[src/rtl/mul_issue_pkg.sv]
// Shared types and default sizing for the multiplier issue/retire controller.
package mul_issue_pkg;
  localparam int DEF_WIDTH   = 16;
  localparam int DEF_TIMEOUT = 80;
  localparam int DEF_CNT_W   = 7;

  typedef enum logic [2:0] {
    ST_IDLE,
    ST_LOAD,
    ST_START,
    ST_WAIT,
    ST_DONE
  } state_e;
endpackage

[src/rtl/mul_issue_ctrl_if.sv]
// Operand and result valid/ready handshakes between a client (master) and the controller (slave).
interface mul_issue_ctrl_if #(parameter int WIDTH = mul_issue_pkg::DEF_WIDTH) ();
  logic               op_valid;
  logic               op_ready;
  logic [WIDTH-1:0]   op_q;
  logic [WIDTH-1:0]   op_m;
  logic               res_valid;
  logic               res_ready;
  logic [2*WIDTH-1:0] res_data;
  logic               res_err;

  modport master (
    output op_valid, op_q, op_m, res_ready,
    input  op_ready, res_valid, res_data, res_err
  );

  modport slave (
    input  op_valid, op_q, op_m, res_ready,
    output op_ready, res_valid, res_data, res_err
  );
endinterface

[src/rtl/mul_issue_ctrl_wd_counter.sv]
// Watchdog counter: synchronous clear, count enable, terminal flag when count equals limit.
module wd_counter
  import mul_issue_pkg::*;
#(
  parameter int CNT_W = DEF_CNT_W
) (
  input  logic             clk,
  input  logic             rst,
  input  logic             clr,
  input  logic             en,
  input  logic [CNT_W-1:0] limit,
  output logic [CNT_W-1:0] cnt,
  output logic             tc
);
  logic [CNT_W-1:0] cnt_q, cnt_d;

  always_comb begin
    cnt_d = cnt_q;
    if (clr)
      cnt_d = '0;
    else if (en)
      cnt_d = cnt_q + 1'b1;
  end

  always_ff @(posedge clk) begin
    if (rst)
      cnt_q <= '0;
    else
      cnt_q <= cnt_d;
  end

  assign cnt = cnt_q;
  assign tc  = (cnt_q == limit);
endmodule

[src/rtl/mul_issue_ctrl.sv]
// Issue/retire controller for the signed Robertson multiplier: holds operands,
// sequences rst/bgn/fin and returns the product or a timeout error.
module mul_issue_ctrl
  import mul_issue_pkg::*;
#(
  parameter int WIDTH   = DEF_WIDTH,
  parameter int TIMEOUT = DEF_TIMEOUT,
  parameter int CNT_W   = DEF_CNT_W
) (
  input  logic               clk,
  input  logic               rst,
  mul_issue_ctrl_if.slave    bus,
  output logic               busy,
  output logic               mul_rst,
  output logic               mul_bgn,
  output logic [WIDTH-1:0]   mul_q,
  output logic [WIDTH-1:0]   mul_m,
  input  logic [2*WIDTH-1:0] mul_outbus,
  input  logic               mul_fin
);
  state_e             state_q, state_d;
  logic [WIDTH-1:0]   opq_q, opq_d;
  logic [WIDTH-1:0]   opm_q, opm_d;
  logic [2*WIDTH-1:0] res_data_q, res_data_d;
  logic               res_err_q, res_err_d;
  logic               wd_clr, wd_en, wd_tc;
  logic [CNT_W-1:0]   wd_cnt;

  wd_counter #(.CNT_W(CNT_W)) u_wd (
    .clk   (clk),
    .rst   (rst),
    .clr   (wd_clr),
    .en    (wd_en),
    .limit (CNT_W'(TIMEOUT - 1)),
    .cnt   (wd_cnt),
    .tc    (wd_tc)
  );

  always_comb begin
    state_d    = state_q;
    opq_d      = opq_q;
    opm_d      = opm_q;
    res_data_d = res_data_q;
    res_err_d  = res_err_q;
    wd_clr     = 1'b0;
    wd_en      = 1'b0;
    case (state_q)
      ST_IDLE: begin
        if (bus.op_valid) begin
          opq_d   = bus.op_q;
          opm_d   = bus.op_m;
          state_d = ST_LOAD;
        end
      end
      ST_LOAD:  state_d = ST_START;
      ST_START: begin
        wd_clr  = 1'b1;
        state_d = ST_WAIT;
      end
      ST_WAIT: begin
        wd_en = 1'b1;
        // A late fin coinciding with the timeout still delivers the product.
        if (mul_fin) begin
          res_data_d = mul_outbus;
          res_err_d  = 1'b0;
          state_d    = ST_DONE;
        end else if (wd_tc) begin
          res_data_d = '0;
          res_err_d  = 1'b1;
          state_d    = ST_DONE;
        end
      end
      ST_DONE: begin
        if (bus.res_ready)
          state_d = ST_IDLE;
      end
      default: state_d = ST_IDLE;
    endcase
  end

  always_ff @(posedge clk) begin
    if (rst) begin
      state_q    <= ST_IDLE;
      opq_q      <= '0;
      opm_q      <= '0;
      res_data_q <= '0;
      res_err_q  <= 1'b0;
    end else begin
      state_q    <= state_d;
      opq_q      <= opq_d;
      opm_q      <= opm_d;
      res_data_q <= res_data_d;
      res_err_q  <= res_err_d;
    end
  end

  // Outputs decode from the state register only, so bgn can never overlap mul_rst.
  assign bus.op_ready  = (state_q == ST_IDLE);
  assign bus.res_valid = (state_q == ST_DONE);
  assign bus.res_data  = res_data_q;
  assign bus.res_err   = res_err_q;
  assign busy          = (state_q != ST_IDLE);
  assign mul_rst       = (state_q == ST_IDLE) || (state_q == ST_DONE);
  assign mul_bgn       = (state_q == ST_START);
  assign mul_q         = opq_q;
  assign mul_m         = opm_q;

  logic unused_ok;
  assign unused_ok = ^wd_cnt;
endmodule

[src/flat_wrapper.sv]
// flat-port wrapper written by rule: the top's interface ports become plain ports
module mul_issue_ctrl_flat import mul_issue_pkg::*;
#(
  parameter int WIDTH   = DEF_WIDTH,
  parameter int TIMEOUT = DEF_TIMEOUT,
  parameter int CNT_W   = DEF_CNT_W
)
  (clk, rst, busy, mul_rst, mul_bgn, mul_q, mul_m, mul_outbus, mul_fin, bus_op_valid, bus_op_q, bus_op_m, bus_res_ready, bus_op_ready, bus_res_valid, bus_res_data, bus_res_err);
  mul_issue_ctrl_if #(.WIDTH(WIDTH)) bus_i ();
  input  logic clk;
  input  logic rst;
  output logic busy;
  output logic mul_rst;
  output logic mul_bgn;
  output logic [WIDTH-1:0] mul_q;
  output logic [WIDTH-1:0] mul_m;
  input  logic [2*WIDTH-1:0] mul_outbus;
  input  logic mul_fin;
  input wire logic [$bits(bus_i.op_valid)-1:0] bus_op_valid;
  input wire logic [$bits(bus_i.op_q)-1:0] bus_op_q;
  input wire logic [$bits(bus_i.op_m)-1:0] bus_op_m;
  input wire logic [$bits(bus_i.res_ready)-1:0] bus_res_ready;
  output wire logic [$bits(bus_i.op_ready)-1:0] bus_op_ready;
  output wire logic [$bits(bus_i.res_valid)-1:0] bus_res_valid;
  output wire logic [$bits(bus_i.res_data)-1:0] bus_res_data;
  output wire logic [$bits(bus_i.res_err)-1:0] bus_res_err;
  assign bus_i.op_valid = bus_op_valid;
  assign bus_i.op_q = bus_op_q;
  assign bus_i.op_m = bus_op_m;
  assign bus_i.res_ready = bus_res_ready;
  assign bus_op_ready = bus_i.op_ready;
  assign bus_res_valid = bus_i.res_valid;
  assign bus_res_data = bus_i.res_data;
  assign bus_res_err = bus_i.res_err;
  mul_issue_ctrl #(.WIDTH(WIDTH), .TIMEOUT(TIMEOUT), .CNT_W(CNT_W)) u_core (.clk(clk), .rst(rst), .bus(bus_i), .busy(busy), .mul_rst(mul_rst), .mul_bgn(mul_bgn), .mul_q(mul_q), .mul_m(mul_m), .mul_outbus(mul_outbus), .mul_fin(mul_fin));
endmodule
[config.mk]
export PLATFORM = sky130hd
export DESIGN_NAME = mul_issue_ctrl_flat
export DESIGN_NICKNAME = d
export VERILOG_FILES = /design/src/rtl/mul_issue_pkg.sv /design/src/rtl/mul_issue_ctrl_if.sv /design/src/rtl/mul_issue_ctrl_wd_counter.sv /design/src/rtl/mul_issue_ctrl.sv /design/src/flat_wrapper.sv
export SDC_FILE = /design/constraint.sdc
export NUM_CORES = 1
export LEC_CHECK = 0
export CORE_MARGIN = 10
export CORE_UTILIZATION = 50
export DETAILED_ROUTE_END_ITERATION = 8
export DONT_BUFFER_PORTS = 1
export GPL_TIMING_DRIVEN = 0
export HOLD_SLACK_MARGIN = 0.05
export SLEW_MARGIN = 10
export SYNTH_ARGS = -nofsm -noshare
export SYNTH_HDL_FRONTEND = slang
export SYNTH_HIERARCHICAL = 1
export SYNTH_SLANG_ARGS = --single-unit
export TNS_END_PERCENT = 1
[constraint.sdc]
create_clock -name clk -period 2 [get_ports clk]
set_input_delay 0.2 -clock clk [delete_from_list [all_inputs] [get_ports clk]]
set_output_delay 0.2 -clock clk [all_outputs]
set_load 0.005 [all_outputs]
==> results of run 1 <==
==> metrics by stage <==
step	instances	hold WS [ns]	power, mW	worst slack (ns)
floorplan	285	0.297	1.81	0.384
global placement	355	0.300	1.86	0.102
detailed placement	355	0.310	1.86	0.102
CTS	436	0.103	3.59	0.0723
global route	436	0.185	3.71	0.0164
finish	436	0.113	3.56	0.176
==> layer usage <==
layer | global-route usage, % | up-vias | wire length (um)
met2 | 30.0 | 85 | 3990
li1 | - | 1119 | -
met5 | 0 | - | 0
met3 | 8.07 | 10 | 818
met1 | 18.9 | 1012 | 2980
met4 | 7.47 | 0 | 96
==> cells by family after synthesis <==
group	Yosys count	share of synthesized area [%]
AND/OR/NAND/NOR	93	15.3
multiplexers	1	0.370
other	2	0.278
AO/OA/AOI/OAI	74	18.4
adder cells (fa/ha/maj)	1	0.462
XOR/XNOR	11	3.56
flip-flops	75	55.5
buffers and inverters	23	6.15
==> repair_timing <==
item | CTS | global route
endpoints found under the hold margin | 65 | 0
resized for setup | 0 | 1
setup endpoints to repair | 0 | 30
hold buffers | 65 | 0
buffers inserted | 0 | 0
==> Yosys cell counts, drive strengths merged (2+ instances only) <==
library cell and count:
inv 2, nand4 3, o21ai 3, and3b 2, clkbuf 5, xnor2 5
or2 2, conb 2, a21oi 37, nor2 7, nand2 67, xor2 6
a22o 32, buf 16, or3 3, dfxtp 75, nor4 2
==> final cells by class <==
class                   count  share of cell area, %
multi-input cells         187                   28.3
clock buffers               9                   3.30
clock inverters             7                   4.36
inverters                   2                  0.200
well taps                  70                   2.33
plain buffers              21                   4.23
repair buffers             65                   17.3
flip-flops and latches     75                   40.0
==> registers in the layout (all words and copies together) (netlist names) <==
signal               count
u_core/u_wd/cnt          7
u_core/bus.res_err       1
u_core/state_q           3
u_core/bus.res_data     32
u_core/mul_m            16
u_core/mul_q            16
==> worst reg2reg max path: cells and delay by family (launching register included) <==
kind / cells / cell delay (ns)
AO/OA/AOI/OAI: 2 / 0.53
AND/OR/NAND/NOR: 3 / 0.47
flip-flops: 1 / 0.36
buffers and inverters: 1 / 0.25
XOR/XNOR: 1 / 0.14
==> worst paths after layout <==
kind	start	endpoint	slack [ns]	cells after the start
max reg2reg	u_core/u_wd/cnt[0]	u_core/bus.res_data[30]	0.18	7
min	bus_res_ready	u_core/state_q[2]	0.11	3
max	u_core/u_wd/cnt[0]	u_core/bus.res_data[30]	0.18	7
min reg2reg	u_core/mul_m[12]	u_core/mul_m[12]	0.48	2
==> where the power goes <==
part	switching (mW)	internal, mW
Clock	0.537	1.08
Combinational	0.156	0.172
Sequential	0.0555	1.55
Total	0.749	2.81
==> results by group, run 1 <==
CTS
  • Later-pin clock latency in the skew report: 0.34 ns
  • CTS Buf Count: 9
  • CTS tree: yes
  • H-tree levels: 3
  • Reg clk slew, reported paths: 0.07 ns
  • Clock Tree Root: clkbuf_8
  • CTS Buffer Depth: 2
  • Sink Count: 75

STA
  • Tightest Pin Transition: 0.511 ns
  • Clk_skew: 0.00639 ns
  • Fin. max-slew vios: 0
  • Slew HR: 65.9%
  • Max Freq: 0.548 GHz
  • Min Tclk post-route: 1.82 ns
  • Final setup fails: 0
  • Setup TNS: 0 ns
  • Unrepaired setup endpoints after global routing: no
  • Final Hold Fails: 0
  • Tcrit/Tclk final: 91.2%

Power
  • Peak VDD IR: 0.712 mV
  • Pleak: 1.49 nW
  • Cell area power density: 947 nW/um^2

Synth
  • Yosys Warn Count: 6
  • Ys async rst share: 0%
  • Main flop type after synthesis: dfxtp_1
  • Mapped cell area: 2710 sq um
  • Mapped Avg Cell Area: 9.66 sq um
  • Synth unique cells: 31
  • Post-synth top area share: 55.5%
  • Register area share after synthesis: 55.5%
  • Cells after Synth: 280
  • Seq cells post-synth: 75
  • Top cells by area, synth: dfxtp_1, a22o_1, nand2_1, a21oi_1, buf_6
  • Number of synthesized flops with an enable pin: 0
  • Cell taking the most area after synthesis: dfxtp_1

Setup path
  • CP peak stage delay: 0.38 ns
  • Critical path class: reg2reg
  • Slowest CP cell: a21oi_1
  • Worst-path cell chain: xnor2_1 > nand4_1 > nor4_2 > or2_2 > a21oi_1 > buf_4 > a22o_1
  • Critical Path RT: 2.28 ns
  • Crit path max-delay family: compound AO/OA/AOI/OAI gates
  • WP buf/inv: 1
  • CP startpoint kind: flip-flop
  • Worst EP arrival: 2.10 ns
  • Critical path fanouts, max: 10
  • Worst setup EP type: flip-flop

Finish
  • ANT cells: 0
  • Post-route cell area: 3760 sq um
  • Area of the multi-input gates: 1060 sq um
  • Area Overhead vs Synth: 38.9%
  • Final core utilization: 72.6%
  • Commonest non-fill, non-tap cells in the layout: dfxtp_1, nand2_1, dlygate4sd3_1
  • Commonest non-fill, non-tap cell in the layout: dfxtp_1
  • Register area: 1500 sq um
  • Fraction of layout cells with a size suffix above 1: 9.84%
  • Final nets: 431
  • Fillers: 379

Die
  • Die area: 8750 sq um
  • Die width: 93.6 um
  • I/O Pins: 139
  • CORE AREA: 5170 sq um
  • Rows: 26
  • Initial core utilization: 52.3%
  • Die height: 93.6 um

Global route
  • Initial antenna violation count: 0
  • Vias in the first global route: 2287
  • First-pass GRT wire length: 12.3 mm
  • Largest net degree at the start of global routing: 14
  • Gr ovfl total: 0
  • Total GRT Usage: 17.8%

Placed design
  • RePlAce Congestion: 0.714
  • Port bufs: 0
  • Post-DP HPWL: 5.22 mm
  • Placed inst area: 2810 sq um

Drt
  • Final ANT Viol Nets: 0
  • Initial detailed-routing violation count: 87
  • DR vias: 2226
  • Wire length per cell: 18.1 um
  • DRT Wirelength: 7.89 mm
  • Pre-antenna DRT Iters: 4
  • DRC viols: 0
  • Mean number of vias per cell: 5.11

Job
  • Max Cap Violations: 0

Status
  • Status: completed

Min path
  • Worst min-delay path class: in2reg
(Power assumes the default switching activity.)
==> inputs of run 2 (changes only) <==
--- a/config.mk
+++ b/config.mk
@@ -5,6 +5,7 @@
 export SDC_FILE = /design/constraint.sdc
 export NUM_CORES = 1
 export LEC_CHECK = 0
+export CORE_ASPECT_RATIO = 0.5
 export CORE_MARGIN = 10
 export CORE_UTILIZATION = 50
 export DETAILED_ROUTE_END_ITERATION = 8
==> constraint.sdc (replaced) <==
create_clock -name clk -period 1.8 [get_ports clk]
set_input_delay 0.18 -clock clk [delete_from_list [all_inputs] [get_ports clk]]
set_output_delay 0.18 -clock clk [all_outputs]
set_load 0.005 [all_outputs]
==> results by group, run 2 (same netlist as run 1, synthesis figures left out) <==
Die
  • Initial core utilization: 53.4%
  • I/O Pins: 139
  • CORE AREA: 5070 sq um
  • Die area: 8930 sq um
  • Die height: 72.0 um
  • Die width: 124 um
  • Rows: 18

Drt
  • DR vias: 2313
  • Wire length per cell: 19.5 um
  • Mean number of vias per cell: 5.26
  • Initial detailed-routing violation count: 164
  • Pre-antenna DRT Iters: 5
  • DRC viols: 0
  • Final ANT Viol Nets: 0
  • DRT Wirelength: 8.57 mm

STA
  • Final Hold Fails: 0
  • Clk_skew: 0.00928 ns
  • Min Tclk post-route: 1.71 ns
  • Tightest Pin Transition: 0.562 ns
  • Unrepaired setup endpoints after global routing: yes
  • Slew HR: 62.6%
  • Max Freq: 0.586 GHz
  • Post-route setup slack: 0.0921 ns
  • Fin. max-slew vios: 0
  • Tcrit/Tclk final: 94.9%
  • Final setup fails: 0

CTS
  • Sink Count: 75
  • H-tree levels: 3
  • Reg clk slew, reported paths: 0.07 ns
  • Clock Tree Root: clkbuf_8
  • CTS tree: yes
  • CTS Buf Count: 9
  • CTS Buffer Depth: 2
  • Later-pin clock latency in the skew report: 0.35 ns

Setup path
  • Worst setup path start: u_core/u_wd/cnt[0]
  • Worst setup EP type: flip-flop
  • Critical path fanouts, max: 5
  • Worst EP arrival: 1.94 ns
  • CP startpoint kind: flip-flop
  • Critical path class: reg2reg
  • Worst-path cell chain: xnor2_1 > nand4_1 > nor4_4 > or2_4 > a21oi_4 > buf_4 > a22o_1
  • R2r startpoint: u_core/u_wd/cnt[0]
  • Slowest CP cell: dfxtp_2
  • Critical Path RT: 2.03 ns
  • CP peak stage delay: 0.37 ns

Placed design
  • Post-DP HPWL: 5.63 mm
  • Pre-CTS setup slack: -0.142 ns
  • RePlAce Congestion: 0.799
  • Placed inst area: 2810 sq um
  • Number of cells after detailed placement: 355
  • Port bufs: 0

Global route
  • Gr ovfl total: 0
  • Total GRT Usage: 18.1%
  • Vias in the first global route: 2274
  • Largest net degree at the start of global routing: 14
  • First-pass GRT wire length: 12.7 mm
  • Initial antenna violation count: 0

Min path
  • Worst Hold Launch: mul_fin
  • Worst min-delay path class: in2reg

Job
  • Max Cap Violations: 0

Finish
  • Post-route cell area: 3780 sq um
  • Final nets: 435
  • Fraction of layout cells with a size suffix above 1: 12.4%
  • Final core utilization: 74.7%
  • Commonest non-fill, non-tap cell in the layout: dfxtp_1
  • Largest register FFs: 32
  • Commonest non-fill, non-tap cells in the layout: dfxtp_1, nand2_1, dlygate4sd3_1
  • Finished Layout Cells: 440
  • Area Overhead vs Synth: 39.9%
  • ANT cells: 0

Power
  • Pint: 2.75 mW
  • Clock power share: 39.5%
  • Psw: 0.850 mW
  • Peak VDD IR: 0.827 mV
  • Cell area power density: 951 nW/um^2
  • Flop pwr share: 49.7%
  • Logic pwr share: 10.8%
  • Pleak: 1.50 nW
  • Switching portion of total power: 23.6%
  • Tot Pwr: 3.60 mW

Status
  • Status: completed
==> run 2: cell count changes in the layout (fill, tap and decap cells not counted), sizes merged <==
| cell | change |
|---|---|
| buf | +3 |
| clkinv | +1 |
| bufinv | -3 |
| dlygate4sd3 | +1 |
| inv | +1 |
| clkbuf | +1 |
==> run 2: metal layers <==
layer	part of all wire, %	GRT usage (%)	vias up	wire length (um)
li1	-	-	1120	-
met1	36	19.4	1089	3070
met2	50	30.9	100	4320
met3	13	9.73	4	1150
met4	0.30	4.95	0	26
met5	0	0	-	0
==> run 2: layout make-up <==
| cell class | instances | area [sq um] |
|---|---|---|
| inverters | 2 | 7.51 |
| well taps | 70 | 87.6 |
| fillers | 360 | 1280 |
| clock buffers | 10 | 138 |
| plain buffers | 21 | 170 |
| flip-flops and latches | 75 | 1510 |
| repair buffers | 69 | 683 |
| multi-input cells | 187 | 1100 |
| clock inverters | 6 | 87.6 |
==> run 2: worst max-delay path: cells and delay by family (launching register included) <==
family / cells / cell delay [ns]
simple gates: 3 / 0.64
flops: 1 / 0.37
compound gates: 2 / 0.26
buf+inv: 1 / 0.20
xor+xnor: 1 / 0.12
==> run 2: metrics by stage <==
stage          setup TNS [ns]  hold WS (ns)
6_report                    0         0.130
5_1_grt             -0.000638         0.178
4_1_cts                     0         0.106
3_5_place_dp            -3.94         0.282
3_3_place_gp            -4.04         0.280
2_1_floorplan               0         0.277
==> run 2: path summary, 6_finish.rpt <==
check,endpoint,slack (ns),cells past startpoint
setup / recovery,u_core/bus.res_data[2],0.09,7
setup reg to reg,u_core/bus.res_data[2],0.09,7
hold / removal,u_core/state_q[0],0.13,3
hold reg to reg,u_core/mul_m[5],0.48,2
==> run 2: timing repair <==
action / in CTS / in global routing
buffers inserted: 0 / 2
endpoints found under the hold margin: 66 / 0
pin swaps: 0 / 5
gates cloned: 0 / 1
hold buffers: 66 / 0
resized for setup: 2 / 15
endpoints found under the setup margin: 30 / 30
==> run 2: power groups by stage <==
stage	clock network (mW)	logic [mW]	registers, mW
after global routing	1.54	0.427	1.80
after CTS	1.47	0.366	1.79
after floorplan	0	0.199	1.81
after global placement	0	0.238	1.83
after detailed placement	0	0.245	1.83
final	1.42	0.388	1.79
